[config.mk]
export PLATFORM = sky130hd
export DESIGN_NAME = tinyqv_data_router
export DESIGN_NICKNAME = d
export VERILOG_FILES = /design/src/rtl/tinyqv_data_router.sv
export SDC_FILE = /design/constraint.sdc
export NUM_CORES = 1
export LEC_CHECK = 0
export CORE_AREA = 4 4 124 126
export CTS_CLUSTER_SIZE = 10
export DETAILED_ROUTE_END_ITERATION = 10
export DIE_AREA = 0 0 128 130
export PLACE_DENSITY = 0.7
export SKIP_CTS_REPAIR_TIMING = 1
export SLEW_MARGIN = 20
export SYNTH_ARGS = -nofsm -noshare
export SYNTH_HDL_FRONTEND = slang
export SYNTH_SLANG_ARGS = --single-unit
[constraint.sdc]
create_clock -name clk -period 1.7 [get_ports clk]
set_input_delay 0.255 -clock clk [delete_from_list [all_inputs] [get_ports clk]]
set_output_delay 0.255 -clock clk [all_outputs]
set_load 0.005 [all_outputs]
[src/rtl/tinyqv_data_router.sv]
// Routes TinyQV CPU data accesses to one of NUM_CH channels selected by cpu_addr[SEL_LSB+2:SEL_LSB].
// Define TINYQV_ROUTER_TIMEOUT_EN to compile in the ACTIVE-state timeout that forces an error completion.
module tinyqv_data_router #(
   parameter int NUM_CH         = 4,
   parameter int SEL_LSB        = 25,
   parameter int TIMEOUT_CYCLES = 1024
) (
   input  logic                  clk,
   input  logic                  rst,
   input  logic [27:0]           cpu_addr,
   input  logic [1:0]            cpu_write_n,
   input  logic [1:0]            cpu_read_n,
   input  logic                  cpu_read_complete,
   input  logic [31:0]           cpu_data_out,
   output logic                  cpu_data_ready,
   output logic [31:0]           cpu_data_in,
   output logic                  cpu_bus_error,
   output logic [27:0]           ch_addr,
   output logic [31:0]           ch_data_out,
   output logic [2*NUM_CH-1:0]   ch_write_n,
   output logic [2*NUM_CH-1:0]   ch_read_n,
   output logic [NUM_CH-1:0]     ch_read_complete,
   input  logic [NUM_CH-1:0]     ch_data_ready,
   input  logic [32*NUM_CH-1:0]  ch_data_in,
   output logic [7:0]            err_count
);

   typedef enum logic [1:0] {IDLE, ACTIVE, ERR} state_t;

   state_t      state_q, state_d;
   logic [2:0]  sel_q, sel_d;
   logic [7:0]  errCount_q, errCount_d;
   logic        request, routeEn, errInc, timeoutHit;
   logic [2:0]  liveIdx, curIdx;
   logic        liveHit, chReady;
   logic [31:0] chData;

   assign request     = (cpu_write_n != 2'b11) || (cpu_read_n != 2'b11);
   assign liveIdx     = cpu_addr[SEL_LSB+2:SEL_LSB];
   // Once a transaction is accepted the latched index owns the bus, so address wobble is ignored.
   assign curIdx      = (state_q == ACTIVE) ? sel_q : liveIdx;
   assign ch_addr     = cpu_addr;
   assign ch_data_out = cpu_data_out;
   assign err_count   = errCount_q;
   assign errCount_d  = (errInc && (errCount_q != 8'hFF)) ? errCount_q + 8'd1 : errCount_q;

   always_comb begin
      liveHit = 1'b0;
      chReady = 1'b0;
      chData  = '0;
      for (int k = 0; k < NUM_CH; k++) begin
         if (liveIdx == 3'(k)) liveHit = 1'b1;
         if (curIdx == 3'(k)) begin
            chReady = ch_data_ready[k];
            chData  = ch_data_in[32*k +: 32];
         end
      end
   end

`ifdef TINYQV_ROUTER_TIMEOUT_EN
   localparam int CNT_W = (TIMEOUT_CYCLES > 1) ? $clog2(TIMEOUT_CYCLES) : 1;
   localparam logic [CNT_W-1:0] CNT_LAST = CNT_W'(TIMEOUT_CYCLES - 1);

   logic [CNT_W-1:0] cnt_q, cnt_d;

   // The acceptance cycle counts as the first one, so the first ACTIVE cycle sees 1.
   always_comb begin
      cnt_d = '0;
      if (state_d == ACTIVE) cnt_d = (state_q == ACTIVE) ? cnt_q + CNT_W'(1) : CNT_W'(1);
   end

   assign timeoutHit = (state_q == ACTIVE) && (cnt_q == CNT_LAST);

   always_ff @(posedge clk or posedge rst) begin
      if (rst) cnt_q <= '0;
      else     cnt_q <= cnt_d;
   end
`else
   // No timeout hardware: ACTIVE waits for the channel indefinitely.
   assign timeoutHit = (TIMEOUT_CYCLES < 0);
`endif

   always_comb begin
      state_d        = state_q;
      sel_d          = sel_q;
      routeEn        = 1'b0;
      errInc         = 1'b0;
      cpu_data_ready = 1'b0;
      cpu_bus_error  = 1'b0;
      cpu_data_in    = chData;
      case (state_q)
         IDLE: begin
            if (request) begin
               if (liveHit) begin
                  routeEn        = 1'b1;
                  cpu_data_ready = chReady;
                  sel_d          = liveIdx;
                  if (!chReady) state_d = ACTIVE;
               end else begin
                  cpu_data_in = '0;
                  state_d     = ERR;
               end
            end
         end
         ACTIVE: begin
            // A ready channel beats a coincident timeout.
            if (!request) begin
               state_d = IDLE;
            end else if (chReady) begin
               routeEn        = 1'b1;
               cpu_data_ready = 1'b1;
               state_d        = IDLE;
            end else if (timeoutHit) begin
               cpu_data_ready = 1'b1;
               cpu_bus_error  = 1'b1;
               cpu_data_in    = '1;
               errInc         = 1'b1;
               state_d        = IDLE;
            end else begin
               routeEn = 1'b1;
            end
         end
         ERR: begin
            cpu_data_ready = 1'b1;
            cpu_bus_error  = 1'b1;
            cpu_data_in    = '0;
            errInc         = 1'b1;
            state_d        = IDLE;
         end
         default: state_d = IDLE;
      endcase
      if (rst) begin
         routeEn        = 1'b0;
         cpu_data_ready = 1'b0;
         cpu_bus_error  = 1'b0;
      end
   end

   always_comb begin
      ch_write_n       = '1;
      ch_read_n        = '1;
      ch_read_complete = '0;
      for (int k = 0; k < NUM_CH; k++) begin
         if (routeEn && (curIdx == 3'(k))) begin
            ch_write_n[2*k +: 2] = cpu_write_n;
            ch_read_n[2*k +: 2]  = cpu_read_n;
         end
         if (!rst && (liveIdx == 3'(k))) ch_read_complete[k] = cpu_read_complete;
      end
   end

   always_ff @(posedge clk or posedge rst) begin
      if (rst) begin
         state_q    <= IDLE;
         sel_q      <= '0;
         errCount_q <= '0;
      end else begin
         state_q    <= state_d;
         sel_q      <= sel_d;
         errCount_q <= errCount_d;
      end
   end

endmodule

; ---- Word-level counts from Yosys, hierarchy flattened
; Cells that the tools add are included.
[totals]
regBits = 13
inputBits = 199
output_inout_bits = 122
[classes]
add_sub_neg = 1
eq_ne = 14
muxes = 47
reduce_logical = 16
[ops]
columns = operator, n
row1 = $mux 32, 6
row2 = $pmux 32 s2, 1
row3 = $mux 2, 13
row4 = $mux 1, 23
row5 = $eq 3x2->1 const B, 4
row6 = $logic_and 1x1->1, 9
row7 = $add 8x1->8 const B, 1
row8 = $ne 8x8->1 const B, 1
row9 = $eq 3x1->1 const B, 2
row10 = $logic_not 3->1, 2
row11 = $ne 2x2->1 const B, 3
row12 = $ne 3x3->1 const B, 2
row13 = $reduce_and 3->1, 2
row14 = $pmux 2 s2, 1
row15 = $mux 3, 1
row16 = $pmux 1 s3, 1
row17 = $eq 2x1->1 const B, 1
row18 = $eq 2x2->1 const B, 1
row19 = $logic_not 2->1, 1
row20 = $pmux 1 s2, 1
row21 = $logic_not 1->1, 1
row22 = $logic_or 1x1->1, 1

; ---- Depth between registers and ports, before layout
[depth]
word_depth = 11
mapped_depth = 7
mapped_depth_nobuf = 4

; ---- Worst setup path after synthesis
; No wires, ideal clock.
[synth_timing]
kind = register to output
start = register state_q[1]
end = output port cpu_data_in[10]
arrival_ns = 1.578
t_required_ns = 1.445
setup_slack_ns = -0.133
stages_incl_launch_ff = 6
n_path_buf = 1
cell_sequence = dfrtp_1 or4b_4 o31ai_4 buf_8 o21ai_1 a221oi_1
[synth_between]
elab_chain_len = 10
elab_cells_between_ends = 15
cone_classes = 5 x eq/ne / 8 x mux / 2 x reduce/logical
[synth_rtl]
columns = item, line
row1 = "start, declared", 30  ; state_t state_q, state_d;
row2 = "start signal, assigned", 158  ; state_q <= state_d;
row3 = $eq 2x1->1, "41, 91"
row4 = $mux 3, 41  ; assign curIdx = (state_q == ACTIVE) ? sel_q : liveIdx;
row5 = $logic_not 3->1, 53  ; if (curIdx == 3'(k)) begin
row6 = $mux 32 (4 in series), 53
row7 = $mux 32, 94  ; if (liveHit) begin
row8 = $mux 32, 93  ; if (request) begin
row9 = $pmux 32 s2 *, 91  ; case (state_q)
row10 = "end, declared", 16  ; output logic [31:0] cpu_data_in,
; Mark *: on every way between the ends. The rest lies on a longest branch, timed or not.

; ---- Worst setup path in the final report
[layout_timing]
start = register state_q[1]
end = output port cpu_data_in[23]
; Same word-level chain as after synthesis.

==> results.toml <==
[die]
io_pins = 321
row_count = 44
initial_core_util_pct = 25.1
die_w_um = 128
die_y_um = 130
die_area_sq_um = 16600
core_area_sq_um = 14300

[synthesis]
synth_area_sq_um = 3600
ys_ff_latch = 13
synth.distinct_cells = 47
synth.yosys.seq_area_share_pct = 9.05
yosys_warnings = 0
synthesis.nets = 792
avgSynthCellArea_sq_um = 6.07
syn_inst = 592

[layout]
drive_gt1_share_pct = 22.1
areaGrowthSynthToFinish_pct = 75.7
post-route-util_pct = 44.1
layout.nets = 983
n_fill_cell = 1447
regArea_sq_um = 328
multi_input_area_sq_um = 2840
diodes = 0

[critical_path]
start_kind = "flip-flop"
crit_path_max_fanout = 5
worst_path_max_delay_cell = "or4b_4"
r2r_start = "sel_q[2]"
crit_type = "reg2out"
crit_top_cell = "buf_6"
endpoint_kind = "output port"
critPathMaxStageDelay_ps = 550
worstPathArrival_ps = 2110
crit_start = "state_q[1]"
worst_ep_required_time_ps = 1440
crit_chain = "or4b_4, o31ai_4, buf_6, buf_6, buf_6, o21ai_2, a221oi_2, buf_2"

[sta]
fmax_mhz = 424
rsz0062_at_grt = "yes"
slew_headroom_pct = 66.0
setup_ws_ps = -660
final_max_slew_viol_count = 0
finalCritPeriodShare_pct = 139
skew_ps = 1.78
fin_crit_ps = 2360
final_hold_viol_count = 0
worst_slew_pin_slew_ps = 510
setup-violations-final = 49

[route]
drtIter0Drc = 143
via_per_inst = 4.93
vias = 4764
drc = 0
ant_nets = 0
drtPass1Iterations = 4
wl_mm = 15.4
wl_per_cell_um = 15.9

[global_routing]
gr-usage-met1_pct = 19.3
met3_usage_pct = 4.22
grt_pass1_wl_mm = 23.0
antenna_found_initial = 0
track_usage_pct = 16.7
overflow = 0
grt_max_degree = 47
grt_pass1_vias = 4673
grt_use_met2_pct = 30.5
grt_busiest_layer = "met2"

[power]
p_per_area_nw_per_um2 = 1080
ir_drop_v = 0.000541
power.leakage_nw = 2.80

[placed_design]
pre_cts_slack_ps = -894
dp_hpwl_mm = 11.9
place.gp.congestion = 0.811
port_buffers = 206

[worst_hold_path]
min_path_type = "in2async"

[clocking]
path_clk_slew_ps = 50
clockBufferDepth = 2
clock_latency_ps = 240
htreeDepth = 1
root_buffer = "clkbuf_16"
cts_buffers = 3
numClockSinks = 13
cts_tree = "done"

[status]
status = "complete, but fails checks"
failed_checks = "setup timing"

[job]
drv_cap = 0
## registers in the layout (all words and copies together), names as in the netlist
| register | flops |
|---|---|
| sel_q | 3 |
| state_q | 2 |
| err_count | 8 |
## power breakdown
part | leakage (nW) | internal [mW] | total [mW] | switching [mW]
combinational | 2.59 | 3.03 | 5.88 | 2.86
sequential | 0.164 | 0.419 | 0.529 | 0.110
clock | 0.0409 | 0.312 | 0.439 | 0.127
total | 2.80 | 3.76 | 6.85 | 3.09
## final timing paths
check	endpoint	slack, ps	cells after the start
min reg2reg	err_count[6]	510	1
min in group clk	ch_addr[7]	510	0
max	cpu_data_in[23]	-660	8
max in group asynchronous	sel_q[0]	1070	3
max reg2reg	state_q[0]	40	7
min	err_count[1]	260	3
## per-stage QoR
| stage | hold slack [ps] | power [mW] | instances | area, sq um | TNS [ps] |
|---|---|---|---|---|---|
| CTS | 493 | 6.45 | 948 | 5980 | -46900 |
| global placement | 508 | 5.95 | 944 | 5900 | -39930 |
| finish | 257 | 6.85 | 966 | 6320 | -27530 |
| global route | 297 | 7.42 | 966 | 6320 | -32130 |
| detailed placement | 499 | 5.98 | 944 | 5900 | -40830 |
| floorplan | 132 | 3.36 | 592 | 3640 | -1550 |
## layout by cell type, fill, tap and decap left out, types with 2 or more instances in the layout
cell             synthesis  layout
a21oi_1                116     112
a21oi_2                  0       4
a221oi_2                 1      10
and2_4                   0       3
buf_12                   0       9
buf_2                   14      19
buf_4                   62      58
buf_6                    0      14
buf_8                    1       2
clkbuf_16                0       4
clkbuf_2                 4      10
clkdlybuf4s50_1          0     147
dfrtp_1                 13      11
dfrtp_2                  0       2
dlymetal6s2s_1           0      30
inv_1                    5       5
mux2i_1                 11       9
mux2i_2                  0       2
nand2_1                108     107
nand2b_1                97      95
nand3_1                  3       3
nor2_1                  12       6
nor2_2                   0       2
nor2_4                   0       4
o21ai_0                 62      42
o21ai_1                  5      19
o21ai_2                  0       4
o21ai_4                  1       3
or3_1                    6       4
or3_4                    0       2
xnor2_1                  4       4
xor2_1                   3       3
## critical path: cells and delay by family, from the launching register on
| family | cells | cell delay [ps] |
|---|---|---|
| flops | 1 | 440 |
| compound gates | 3 | 400 |
| buf+inv | 4 | 480 |
| simple gates | 1 | 550 |
## synthesized netlist by cell type (all sizes together)
library cell | n | area [sq um]
a21oi | 116 | 581
nand2 | 108 | 405
nand2b | 97 | 607
buf | 82 | 569
o21ai | 68 | 352
clkbuf | 22 | 87.6
dfrtp | 13 | 325
mux2i | 12 | 133
nor2 | 12 | 45.0
a221oi | 10 | 93.8
or3 | 6 | 37.5
inv | 5 | 18.8
and2 | 4 | 25.0
xnor2 | 4 | 35.0
nand3 | 3 | 15.0
xor2 | 3 | 26.3
and2b | 2 | 17.5
and3 | 2 | 12.5
mux2 | 2 | 22.5
nor2b | 2 | 12.5
nor3 | 2 | 10.0
o21a | 2 | 15.0
a211oi | 1 | 7.51
a311oi | 1 | 8.76
a41o | 1 | 10.0
and4 | 1 | 8.76
ha | 1 | 12.5
nand4 | 1 | 6.26
nand4b | 1 | 8.76
nand4bb | 1 | 11.3
nor4 | 1 | 6.26
o31ai | 1 | 21.3
o32a | 1 | 10.0
o32ai | 1 | 8.76
or2b | 1 | 7.51
or3b | 1 | 8.76
or4b | 1 | 13.8
## logic make-up (layout without fill, tap and decap cells)
logic type,after synthesis,after routing,share of synthesized area (%)
AND/OR/NAND/NOR,246,246,35.0
buffers and inverters,109,299,18.8
adder cells (fa/ha/maj),1,1,0.348
AO/OA/AOI/OAI,202,202,30.8
multiplexers,14,14,4.31
XOR/XNOR,7,7,1.70
flip-flops,13,13,9.05
## layout make-up
cell class	count	area share, %
Multi-Input combinational cell	470	45.0
Clock buffer	3	1.19
Inverter	5	0.297
Clock inverter	1	0.0792
Sequential cell	13	5.19
Tap cell	184	3.64
Timing Repair Buffer	290	44.6
## routing by layer
layer  vias to the layer above  share of wire [%]
met5                         -                  0
met4                         0                2.9
met3                        40                7.7
met2                       197                 49
met1                      2192                 40
li1                       2335                  -
Note: power is estimated with default switching activity, not from simulation.
